--- config.mk ---
export PLATFORM = sky130hd
export DESIGN_NAME = qm_fetch_queue
export DESIGN_NICKNAME = d
export VERILOG_FILES = /design/src/rtl/qm_pkg.sv /design/src/rtl/qm_sync_fifo.sv /design/src/rtl/qm_fetch_queue.sv
export SDC_FILE = /design/constraint.sdc
export NUM_CORES = 1
export LEC_CHECK = 0
export ABC_AREA = 1
export CAP_MARGIN = 20
export CELL_PAD_IN_SITES_DETAIL_PLACEMENT = 1
export CELL_PAD_IN_SITES_GLOBAL_PLACEMENT = 2
export CORE_MARGIN = 8
export CORE_UTILIZATION = 30
export CTS_CLUSTER_SIZE = 10
export DETAILED_ROUTE_END_ITERATION = 10
export PLACE_DENSITY = 0.68
export SYNTH_ARGS = -nofsm -noshare
export SYNTH_HDL_FRONTEND = slang
export SYNTH_SLANG_ARGS = --single-unit
--- constraint.sdc ---
create_clock -name sys_clk -period 5.89 [get_ports sys_clk]
set_input_delay 0.8835 -clock sys_clk [delete_from_list [all_inputs] [get_ports sys_clk]]
set_output_delay 0.8835 -clock sys_clk [all_outputs]
set_load 0.05 [all_outputs]
--- src/rtl/qm_pkg.sv ---
// qm_pkg
//   Shared definitions for the qm fetch front end.
//   - fetch_state_t : fetch FSM states (IDLE, RUN, MISS)
//   - QM_RESET_PC   : default first fetch address after reset
//   - QM_INSN_W     : instruction word width
//   - QM_INSN_BYTES : PC increment per fetched instruction
package qm_pkg;

  typedef enum logic [1:0] {
    IDLE = 2'd0,
    RUN  = 2'd1,
    MISS = 2'd2
  } fetch_state_t;

  localparam logic [31:0] QM_RESET_PC   = 32'hBFC0_0000;
  localparam int          QM_INSN_W     = 32;
  localparam logic [31:0] QM_INSN_BYTES = 32'd4;

endpackage

--- src/rtl/qm_sync_fifo.sv ---
// qm_sync_fifo
//   Synchronous FIFO of DEPTH entries, WIDTH bits each, with a synchronous
//   flush. Pointers are log2(DEPTH) bits and wrap naturally (DEPTH is a
//   power of two); the occupancy is tracked in a separate level counter so
//   full and empty are unambiguous.
// Ports:
//   clk, rst      : clock, asynchronous active-high reset
//   flush         : empties the FIFO; overrides push and pop
//   push, wdata   : write request and data (ignored when full without pop)
//   pop           : advance the head (ignored when empty)
//   rdata         : head entry
//   level         : occupied entries
//   empty, full   : occupancy flags
module qm_sync_fifo #(
  parameter int WIDTH = 64,
  parameter int DEPTH = 4
) (
  input  logic                       clk,
  input  logic                       rst,
  input  logic                       flush,
  input  logic                       push,
  input  logic [WIDTH-1:0]           wdata,
  input  logic                       pop,
  output logic [WIDTH-1:0]           rdata,
  output logic [$clog2(DEPTH+1)-1:0] level,
  output logic                       empty,
  output logic                       full
);

  localparam int PTR_W = $clog2(DEPTH);
  localparam int LVL_W = $clog2(DEPTH + 1);

  logic [WIDTH-1:0] mem [DEPTH];
  logic [PTR_W-1:0] wr_ptr;
  logic [PTR_W-1:0] rd_ptr;
  logic             do_push;
  logic             do_pop;

  assign empty = (level == '0);
  assign full  = (level == LVL_W'(DEPTH));

  // A push into a full FIFO is only accepted when a pop frees the slot in
  // the same cycle; flush suppresses both operations.
  assign do_pop  = pop && !empty && !flush;
  assign do_push = push && !flush && (!full || do_pop);

  always_ff @(posedge clk or posedge rst) begin
    if (rst) begin
      wr_ptr <= '0;
      rd_ptr <= '0;
      level  <= '0;
    end else if (flush) begin
      wr_ptr <= '0;
      rd_ptr <= '0;
      level  <= '0;
    end else begin
      if (do_push) wr_ptr <= wr_ptr + PTR_W'(1);
      if (do_pop)  rd_ptr <= rd_ptr + PTR_W'(1);
      case ({do_push, do_pop})
        2'b10:   level <= level + LVL_W'(1);
        2'b01:   level <= level - LVL_W'(1);
        default: level <= level;
      endcase
    end
  end

  // Storage needs no reset: entries are only observed through rdata while
  // the level says they are valid.
  always_ff @(posedge clk) begin
    if (do_push) mem[wr_ptr] <= wdata;
  end

  assign rdata = mem[rd_ptr];

endmodule

--- src/rtl/qm_fetch_queue.sv ---
// qm_fetch_queue
//   Fetch stage with a decoupling instruction queue. Generates the fetch PC,
//   drives the ICache request, holds the request across misses, redirects
//   and flushes on branch/jump/exception, and buffers up to DEPTH fetched
//   {PC, instruction} pairs in front of decode with valid/ready handshake.
// Ports:
//   sys_clk, reset          : clock, asynchronous active-high reset
//   icache_address/_enable  : fetch request (address is the PC at all times)
//   icache_hit/_should_stall/_data : ICache response
//   redirect_valid/_pc      : redirect request, highest priority
//   do_valid/do_ready       : decode handshake for the queue head
//   do_IR/do_PC/do_NextPC   : head instruction, its PC and PC+4 (0 when empty)
//   level                   : occupied queue entries
//   stall_cycles            : only with QM_FETCH_STATS_EN defined; saturating
//                             count of requested-but-not-completed cycles
module qm_fetch_queue
  import qm_pkg::*;
#(
  parameter int                ADDR_W   = 32,
  parameter int                DATA_W   = QM_INSN_W,
  parameter int                DEPTH    = 4,
  parameter logic [ADDR_W-1:0] RESET_PC = ADDR_W'(QM_RESET_PC)
) (
  input  logic                       sys_clk,
  input  logic                       reset,
  output logic [ADDR_W-1:0]          icache_address,
  output logic                       icache_enable,
  input  logic                       icache_hit,
  input  logic                       icache_should_stall,
  input  logic [DATA_W-1:0]          icache_data,
  input  logic                       redirect_valid,
  input  logic [ADDR_W-1:0]          redirect_pc,
  output logic                       do_valid,
  input  logic                       do_ready,
  output logic [DATA_W-1:0]          do_IR,
  output logic [ADDR_W-1:0]          do_PC,
  output logic [ADDR_W-1:0]          do_NextPC,
  output logic [$clog2(DEPTH+1)-1:0] level
`ifdef QM_FETCH_STATS_EN
  ,
  output logic [31:0]                stall_cycles
`endif
);

  localparam int ENTRY_W = ADDR_W + DATA_W;

  fetch_state_t         state;
  fetch_state_t         state_next;
  logic [ADDR_W-1:0]    pc;
  logic                 empty;
  logic                 full;
  logic                 pop_req;
  logic                 space;
  logic                 resp_ok;
  logic                 complete;
  logic                 push;
  logic                 pop;
  logic [ENTRY_W-1:0]   head;
  logic [ADDR_W-1:0]    head_pc;
  logic                 unused_redirect_bits;

  // Redirect targets are word aligned; the low bits are dropped.
  assign unused_redirect_bits = ^redirect_pc[1:0];

  assign do_valid = !empty;
  assign pop_req  = do_valid && do_ready;
  // A pop in this cycle frees a slot for the word being fetched, which is
  // the one combinational path from do_ready to icache_enable.
  assign space    = !full || pop_req;
  assign resp_ok  = icache_hit && !icache_should_stall;
  assign complete = icache_enable && resp_ok;
  assign push     = complete && !redirect_valid;
  assign pop      = pop_req && !redirect_valid;

  // State register.
  always_ff @(posedge sys_clk or posedge reset) begin
    if (reset) state <= IDLE;
    else       state <= state_next;
  end

  // Next state and request enable. MISS keeps the request up until the
  // cache answers; it can only be entered with a free slot, and pops during
  // the miss only add room, so no space check is needed there.
  always_comb begin
    state_next    = state;
    icache_enable = 1'b0;
    case (state)
      IDLE: begin
        state_next = RUN;
      end
      RUN: begin
        icache_enable = space;
        if (space && !resp_ok) state_next = MISS;
      end
      MISS: begin
        icache_enable = 1'b1;
        if (resp_ok) state_next = RUN;
      end
      default: begin
        state_next = IDLE;
      end
    endcase
    if (redirect_valid) state_next = RUN;
  end

  // Fetch PC: redirect wins, otherwise advance on each completed fetch.
  always_ff @(posedge sys_clk or posedge reset) begin
    if (reset)               pc <= RESET_PC;
    else if (redirect_valid) pc <= {redirect_pc[ADDR_W-1:2], 2'b00};
    else if (complete)       pc <= pc + ADDR_W'(QM_INSN_BYTES);
  end

  assign icache_address = pc;

  qm_sync_fifo #(
    .WIDTH (ENTRY_W),
    .DEPTH (DEPTH)
  ) u_queue (
    .clk   (sys_clk),
    .rst   (reset),
    .flush (redirect_valid),
    .push  (push),
    .wdata ({pc, icache_data}),
    .pop   (pop),
    .rdata (head),
    .level (level),
    .empty (empty),
    .full  (full)
  );

  // Head fields are forced to zero while empty so the outputs are clean
  // after reset without having to reset the storage array.
  assign head_pc   = head[ENTRY_W-1:DATA_W];
  assign do_IR     = do_valid ? head[DATA_W-1:0] : '0;
  assign do_PC     = do_valid ? head_pc : '0;
  assign do_NextPC = do_valid ? head_pc + ADDR_W'(QM_INSN_BYTES) : '0;

`ifdef QM_FETCH_STATS_EN
  // Saturating stall counter; survives redirects, cleared only by reset.
  always_ff @(posedge sys_clk or posedge reset) begin
    if (reset) begin
      stall_cycles <= '0;
    end else if (icache_enable && !complete && (stall_cycles != 32'hFFFF_FFFF)) begin
      stall_cycles <= stall_cycles + 32'd1;
    end
  end
`endif

endmodule

==> results of run 1 <==
-- worst paths after layout --
| kind | depth (start not counted) | endpoint | slack (ps) | startpoint |
|---|---|---|---|---|
| max | 12 | do_NextPC[12] | 510 | u_queue.rd_ptr[0] |
| min | 2 | icache_address[29] | 560 | icache_address[29] |
| max reg2reg | 9 | u_queue.mem[3][56] | 2620 | u_queue.level[0] |
| min reg2reg | 2 | icache_address[29] | 560 | icache_address[29] |
| max in group asynchronous | 3 | u_queue.rd_ptr[0] | 4640 | reset |
| min in group asynchronous | 3 | u_queue.level[0] | 800 | reset |
-- synthesized netlist by cell type (all sizes together) (2+ instances only) --
master	count
a21oi	47
a31oi	2
a32oi	2
buf	43
clkbuf	25
clkinv	4
dfrtp	30
dfstp	9
edfxtp	248
ha	10
inv	99
nand2	402
nand3	98
nand4	12
nor2	294
nor3	21
nor4	5
o211ai	8
o21ai	91
o21bai	2
o221ai	5
or2	2
xnor2	4
xor2	18
-- routing by layer --
metal	vias up	wire [µm]	global-route usage [%]
met5	-	0	0
met4	0	926	4.514
met3	60	1700	2.772
met2	183	21250	27.70
met1	5281	20980	21.62
li1	5308	-	-
-- registers in the layout (all words and copies together) (netlist names) --
name and cells:
u_queue.wr_ptr 2, icache_address 30, state 2, u_queue.rd_ptr 2, u_queue.level 3, u_queue.mem 248
-- cell type report --
class	instances	area, µm²
inverter	103	387.9
timing repair buffer	215	2153
tap	600	750.7
clock buffer	50	973.4
sequential	287	8439
fill	5204	27960
multi-input combinational	1034	4657
antenna	2	5.005
clock inverter	7	50.05
-- logic make-up (layout without fill, tap and decap cells) --
family                   Yosys count  count (layout)
AO/OA/AOI/OAI                    160             160
XOR/XNOR                          22              22
adder cells (fa/ha/maj)           11              11
buffers and inverters            171             375
flip-flops                       287             287
other                              1               8
AND/OR/NAND/NOR                  835             835
-- through the flow --
stage	instances	area [µm²]
3_5_place_dp	2239	16380
2_1_floorplan	1492	13840
4_1_cts	2296	17410
5_1_grt	2297	17410
6_report	2298	17420
3_3_place_gp	2239	16380
-- power groups by stage --
stage	registers [µW]	clock network, µW	logic, µW
after global routing	2540	2060	1510
final	2520	1940	1400
after detailed placement	2560	0	1420
after global placement	2560	0	1400
after floorplan	2630	0	781
after CTS	2530	2000	1420
-- worst reg2reg max path: cells and delay by family (launching register included) --
kind / cells / cell delay, ps
simple gates: 8 / 2070
flops: 1 / 480
buf+inv: 1 / 390
==> impl_metrics.json, run 1 <==
{
  "fin_setup_tns_ps": 0,
  "via_per_inst": 4.714,
  "hold_class": "register to register",
  "path_buf_inv": 5,
  "worstPathCellList": "clkinv_2 -> buf_6 -> nand2_1 -> nand3_1 -> nand2_1 -> inv_1 -> ha_1 -> inv_1 -> nor3_2 -> nor2_1 -> nor3_1 -> clkdlybuf4s50_1",
  "ys_seq_area_share_pct": 61.03,
  "synth_compound_area_share_pct": 6.238,
  "cts_resized": 0,
  "maxSlewHeadroom_pct": 32.87,
  "final_core_util_pct": 38.38,
  "yosys.area.top_type": "edfxtp_1",
  "synth-simple-area-share_pct": 24.60,
  "root_buffer": "clkbuf_16",
  "whs_ps": 561.1,
  "cts_buffers": 36,
  "globalplace.congestion": 0.8237,
  "cp_top_family": "buffers and inverters",
  "core_area_mm2": 0.04538,
  "synth_top_area_share_pct": 53.88,
  "grt_max_degree": 96,
  "crit_path_end_kind": "output port",
  "antenna_found_initial": 1,
  "critical_path_required_ps": 5010,
  "clock.fmax_mhz": 186.0,
  "slew_violations": 0,
  "worst_slack_ps": 513.0,
  "synth_cell_types": 39,
  "maxCapViolCount": 0,
  "crit_path_start_kind": "register",
  "drtPass1Iterations": 4,
  "tritoncts": "built",
  "nNetsFinal": 1758,
  "synth_area_mm2": 0.01382,
  "cts_max_level": 2,
  "ant_nets": 0,
  "final_common_cell": "nand2_1",
  "min_period_ps": 5377,
  "arrival_ps": 4490,
  "path_class": "register to output port",
  "synth_edf_count": 248,
  "grt_pass1_vias": 11320,
  "ys_ff_latch": 287,
  "syn_inst": 1487,
  "clk_pin_slew_ps": 60,
  "slowest_stage": "clkdlybuf4s50_1",
  "drcViolationCount": 0,
  "path_max_fanout": 95,
  "clock_latency_ps": 520,
  "vias": 10830,
  "finalSetupViolations": 0,
  "dp_hpwl_mm": 30.98,
  "leakagePower_uw": 0.006560,
  "final_cell_mix": "nand2_1 (393), nor2_1 (279), edfxtp_1 (248)",
  "switchingPower_uw": 1957,
  "num_io_pins": 203,
  "syn_avg_cell_area_um2": 9.294,
  "seqPwrFrac_pct": 43.0,
  "synth_fa_ha_area_share_pct": 1.050,
  "pwr-share-comb_pct": 23.9,
  "port_buffers": 194,
  "report.final.hold_viol_count": 0,
  "fp.dieW_um": 230.6,
  "synth_top_family_by_area": "simple AND/OR/NAND/NOR gates",
  "post_cts_buffers": 0,
  "status": "complete, no violations",
  "first_iter_violations": 444,
  "synthArstFlopShare_pct": 13.59,
  "netSwitchingFraction_pct": 33.34,
  "synthFlopType": "edfxtp_1",
  "row_count": 78,
  "p_clk_share_pct": 33.1,
  "report.power.total_uw": 5870,
  "synth.top_cells.by_area": "edfxtp_1 (54%), nand2_1 (11%), nor2_1 (7.7%)",
  "start_util_pct": 30.45,
  "yosysWarnings": 0,
  "wirelength_mm": 44.86,
  "ir_worst_vdd_uv": 177.1,
  "cts_hold_buf": 0,
  "grt_util_all_layers_pct": 16.42,
  "p_int_uw": 3912,
  "grt_overflow": 0,
  "finalClockSkew_ps": 18.09,
  "max_stage_delay_ps": 880,
  "die_area_mm2": 0.05319,
  "p_per_area_mw_per_mm2": 337.0,
  "synthXorXnorAreaFrac_pct": 1.394,
  "rsz0062_at_grt": "no",
  "dp_slack_ps": 778.5,
  "synthMuxAreaShare_pct": 0,
  "fp.dieH_um": 230.6,
  "timing.final.crit_share_pct": 91.29,
  "drive_gt1_share_pct": 6.545,
  "clockBufferDepth": 3,
  "post_drt_wl_per_cell_um": 19.52,
  "area_growth_pct": 26.02,
  "worst_pin_slew_ps": 1007,
  "cts.sinks": 287,
  "grt_pass1_wl_mm": 67.77
}
No activity file was read; power rests on OpenSTA's default activity.
==> inputs of run 2 (changes only) <==
CELL_PAD_IN_SITES_DETAIL_PLACEMENT = unset   (was 1)
CELL_PAD_IN_SITES_GLOBAL_PLACEMENT = unset   (was 2)
PLACE_DENSITY = 0.45   (was 0.68)
==> run 2 against run 1 <==
Effect of this change:
- flip-flop and latch count unchanged
- via count decreased by 0.30%
- first-iteration DRC count increased by 26%
- maximum frequency increased by 6.5%
- combinational power about the same
- worst hold slack got worse by 19 ps
- global-route usage decreased by 0.57 points
- total power increased by 0.21%
==> impl_metrics.json, run 2 (synthesis gave the netlist of run 1 again) <==
{
  "wirelength_mm": 43.22,
  "clockBufferDepth": 3,
  "fin_setup_tns_ps": 0,
  "min_period_ps": 5050,
  "hold_class": "register to register",
  "crit_path_end_kind": "output port",
  "crit_path_start_kind": "register",
  "root_buffer": "clkbuf_16",
  "clk_pin_slew_ps": 60,
  "fp.dieW_um": 230.6,
  "port_buffers": 194,
  "leakagePower_uw": 0.006560,
  "largest_reg_flops": 248,
  "via_per_inst": 4.691,
  "antenna_found_initial": 0,
  "cts_hold_buf": 0,
  "final_cell_mix": "nand2_1 (393), nor2_1 (279), edfxtp_1 (248)",
  "cts_buffers": 36,
  "drive_gt1_share_pct": 6.643,
  "fillers": 4571,
  "rrSetupSlack_ps": 2630,
  "r2r_start": "u_queue.level[2]",
  "grt_max_degree": 59,
  "post_cts_buffers": 0,
  "row_count": 78,
  "tritoncts": "built",
  "first_iter_violations": 558,
  "arrival_ps": 4170,
  "path_max_fanout": 58,
  "dp_hpwl_mm": 28.78,
  "num_io_pins": 203,
  "final_common_cell": "nand2_1",
  "start_util_pct": 30.45,
  "core_area_mm2": 0.04538,
  "worst_pin_slew_ps": 790.8,
  "post_drt_wl_per_cell_um": 18.78,
  "reg2reg_depth": 10,
  "die_area_mm2": 0.05319,
  "clock_latency_ps": 540,
  "drtPass1Iterations": 7,
  "ant_nets": 0,
  "maxCapViolCount": 0,
  "critical_path_required_ps": 5010,
  "cts_max_level": 2,
  "cts_resized": 0,
  "grt_util_all_layers_pct": 15.85,
  "cts.sinks": 287,
  "vias": 10800,
  "path_class": "register to output port",
  "rsz0062_at_grt": "no",
  "top_register": "u_queue.mem",
  "status": "complete, no violations",
  "final_cell_count_no_fill": 2302,
  "area_growth_pct": 25.87,
  "globalplace.congestion": 0.9024,
  "endpoint": "do_NextPC[18]",
  "r2r_end": "u_queue.mem[0][10]",
  "fp.dieH_um": 230.6,
  "slew_violations": 0,
  "timing.final.crit_share_pct": 85.74,
  "ir_worst_vdd_uv": 181.3,
  "drcViolationCount": 0,
  "clock.fmax_mhz": 198.0,
  "cp-startpoint": "u_queue.rd_ptr[0]",
  "grt_overflow": 0,
  "finalSetupViolations": 0,
  "grt_pass1_wl_mm": 65.45,
  "maxSlewHeadroom_pct": 46.80,
  "grt_pass1_vias": 10950,
  "nNetsFinal": 1761,
  "p_per_area_mw_per_mm2": 338.1,
  "finalClockSkew_ps": 20.06,
  "report.final.hold_viol_count": 0,
  "dp.cells": 2242
}
[run 2: area by class of cell]
cell class / count / area (µm²) / area share [%]
repair buffers: 218 / 2135 / 12.27
clock buffers: 52 / 982.2 / 5.646
clock inverters: 7 / 42.54 / 0.2445
flip-flops and latches: 287 / 8439 / 48.51
diodes: 1 / 2.502 / 0.01438
well taps: 600 / 750.7 / 4.315
multi-input cells: 1034 / 4657 / 26.77
inverters: 103 / 387.9 / 2.230
[run 2: worst min path at each step]
| stage | start | end | slack [ps] | cells after the start |
|---|---|---|---|---|
| after floorplan | u_queue.wr_ptr[0] | u_queue.wr_ptr[0] | 520 | 1 |
| after global placement | icache_address[31] | icache_address[31] | 530 | 2 |
| after detailed placement | icache_address[31] | icache_address[31] | 540 | 2 |
| after CTS | icache_address[31] | icache_address[31] | 550 | 2 |
| after global routing | icache_address[31] | icache_address[31] | 580 | 2 |
| final | icache_address[31] | icache_address[31] | 540 | 2 |
[run 2: power by group]
| part | switching [µW] | internal, µW |
|---|---|---|
| Sequential | 167 | 2360 |
| Combinational | 989 | 409 |
| Clock | 806 | 1150 |
| Total | 1960 | 3920 |
[run 2: worst max-delay path, stage by stage (launching register included)]
cell and delay (ps):
dfrtp_4 640, buf_4 600, nand2_1 110, nand3_1 110
nand2_1 110, inv_1 150, ha_1 260, nand2_2 190
nor2_2 290, nand2_1 100, xor2_1 150, nor2_1 90
clkdlybuf4s50_1 820
[run 2: metrics by stage]
step	hold slack [ps]	setup WS, ps	area, µm²	total power (µW)	utilization (%)
after floorplan	515.8	1129	13840	3413	-
after global placement	531.1	1352	16370	3972	36.07
after detailed placement	537.6	1338	16370	3977	36.07
after CTS	546.2	749.1	17390	5970	38.33
after global routing	576.0	504.5	17390	6147	38.33
final	541.8	839.8	17400	5882	38.33
[run 2: metal layers]
| layer | vias to the layer above | wire length [µm] | GRT usage [%] |
|---|---|---|---|
| li1 | 5319 | - | - |
| met1 | 5185 | 19500 | 20.50 |
| met2 | 244 | 20920 | 27.07 |
| met3 | 51 | 2073 | 3.201 |
| met4 | 0 | 731 | 3.722 |
| met5 | - | 0 | 0 |
==> inputs of run 3 (changes only) <==
ABC_CLOCK_PERIOD_IN_PS = 5890   (was unset)
==> results of run 3 <==
The final DEF is identical to that of run 2; final timing and power are the same.
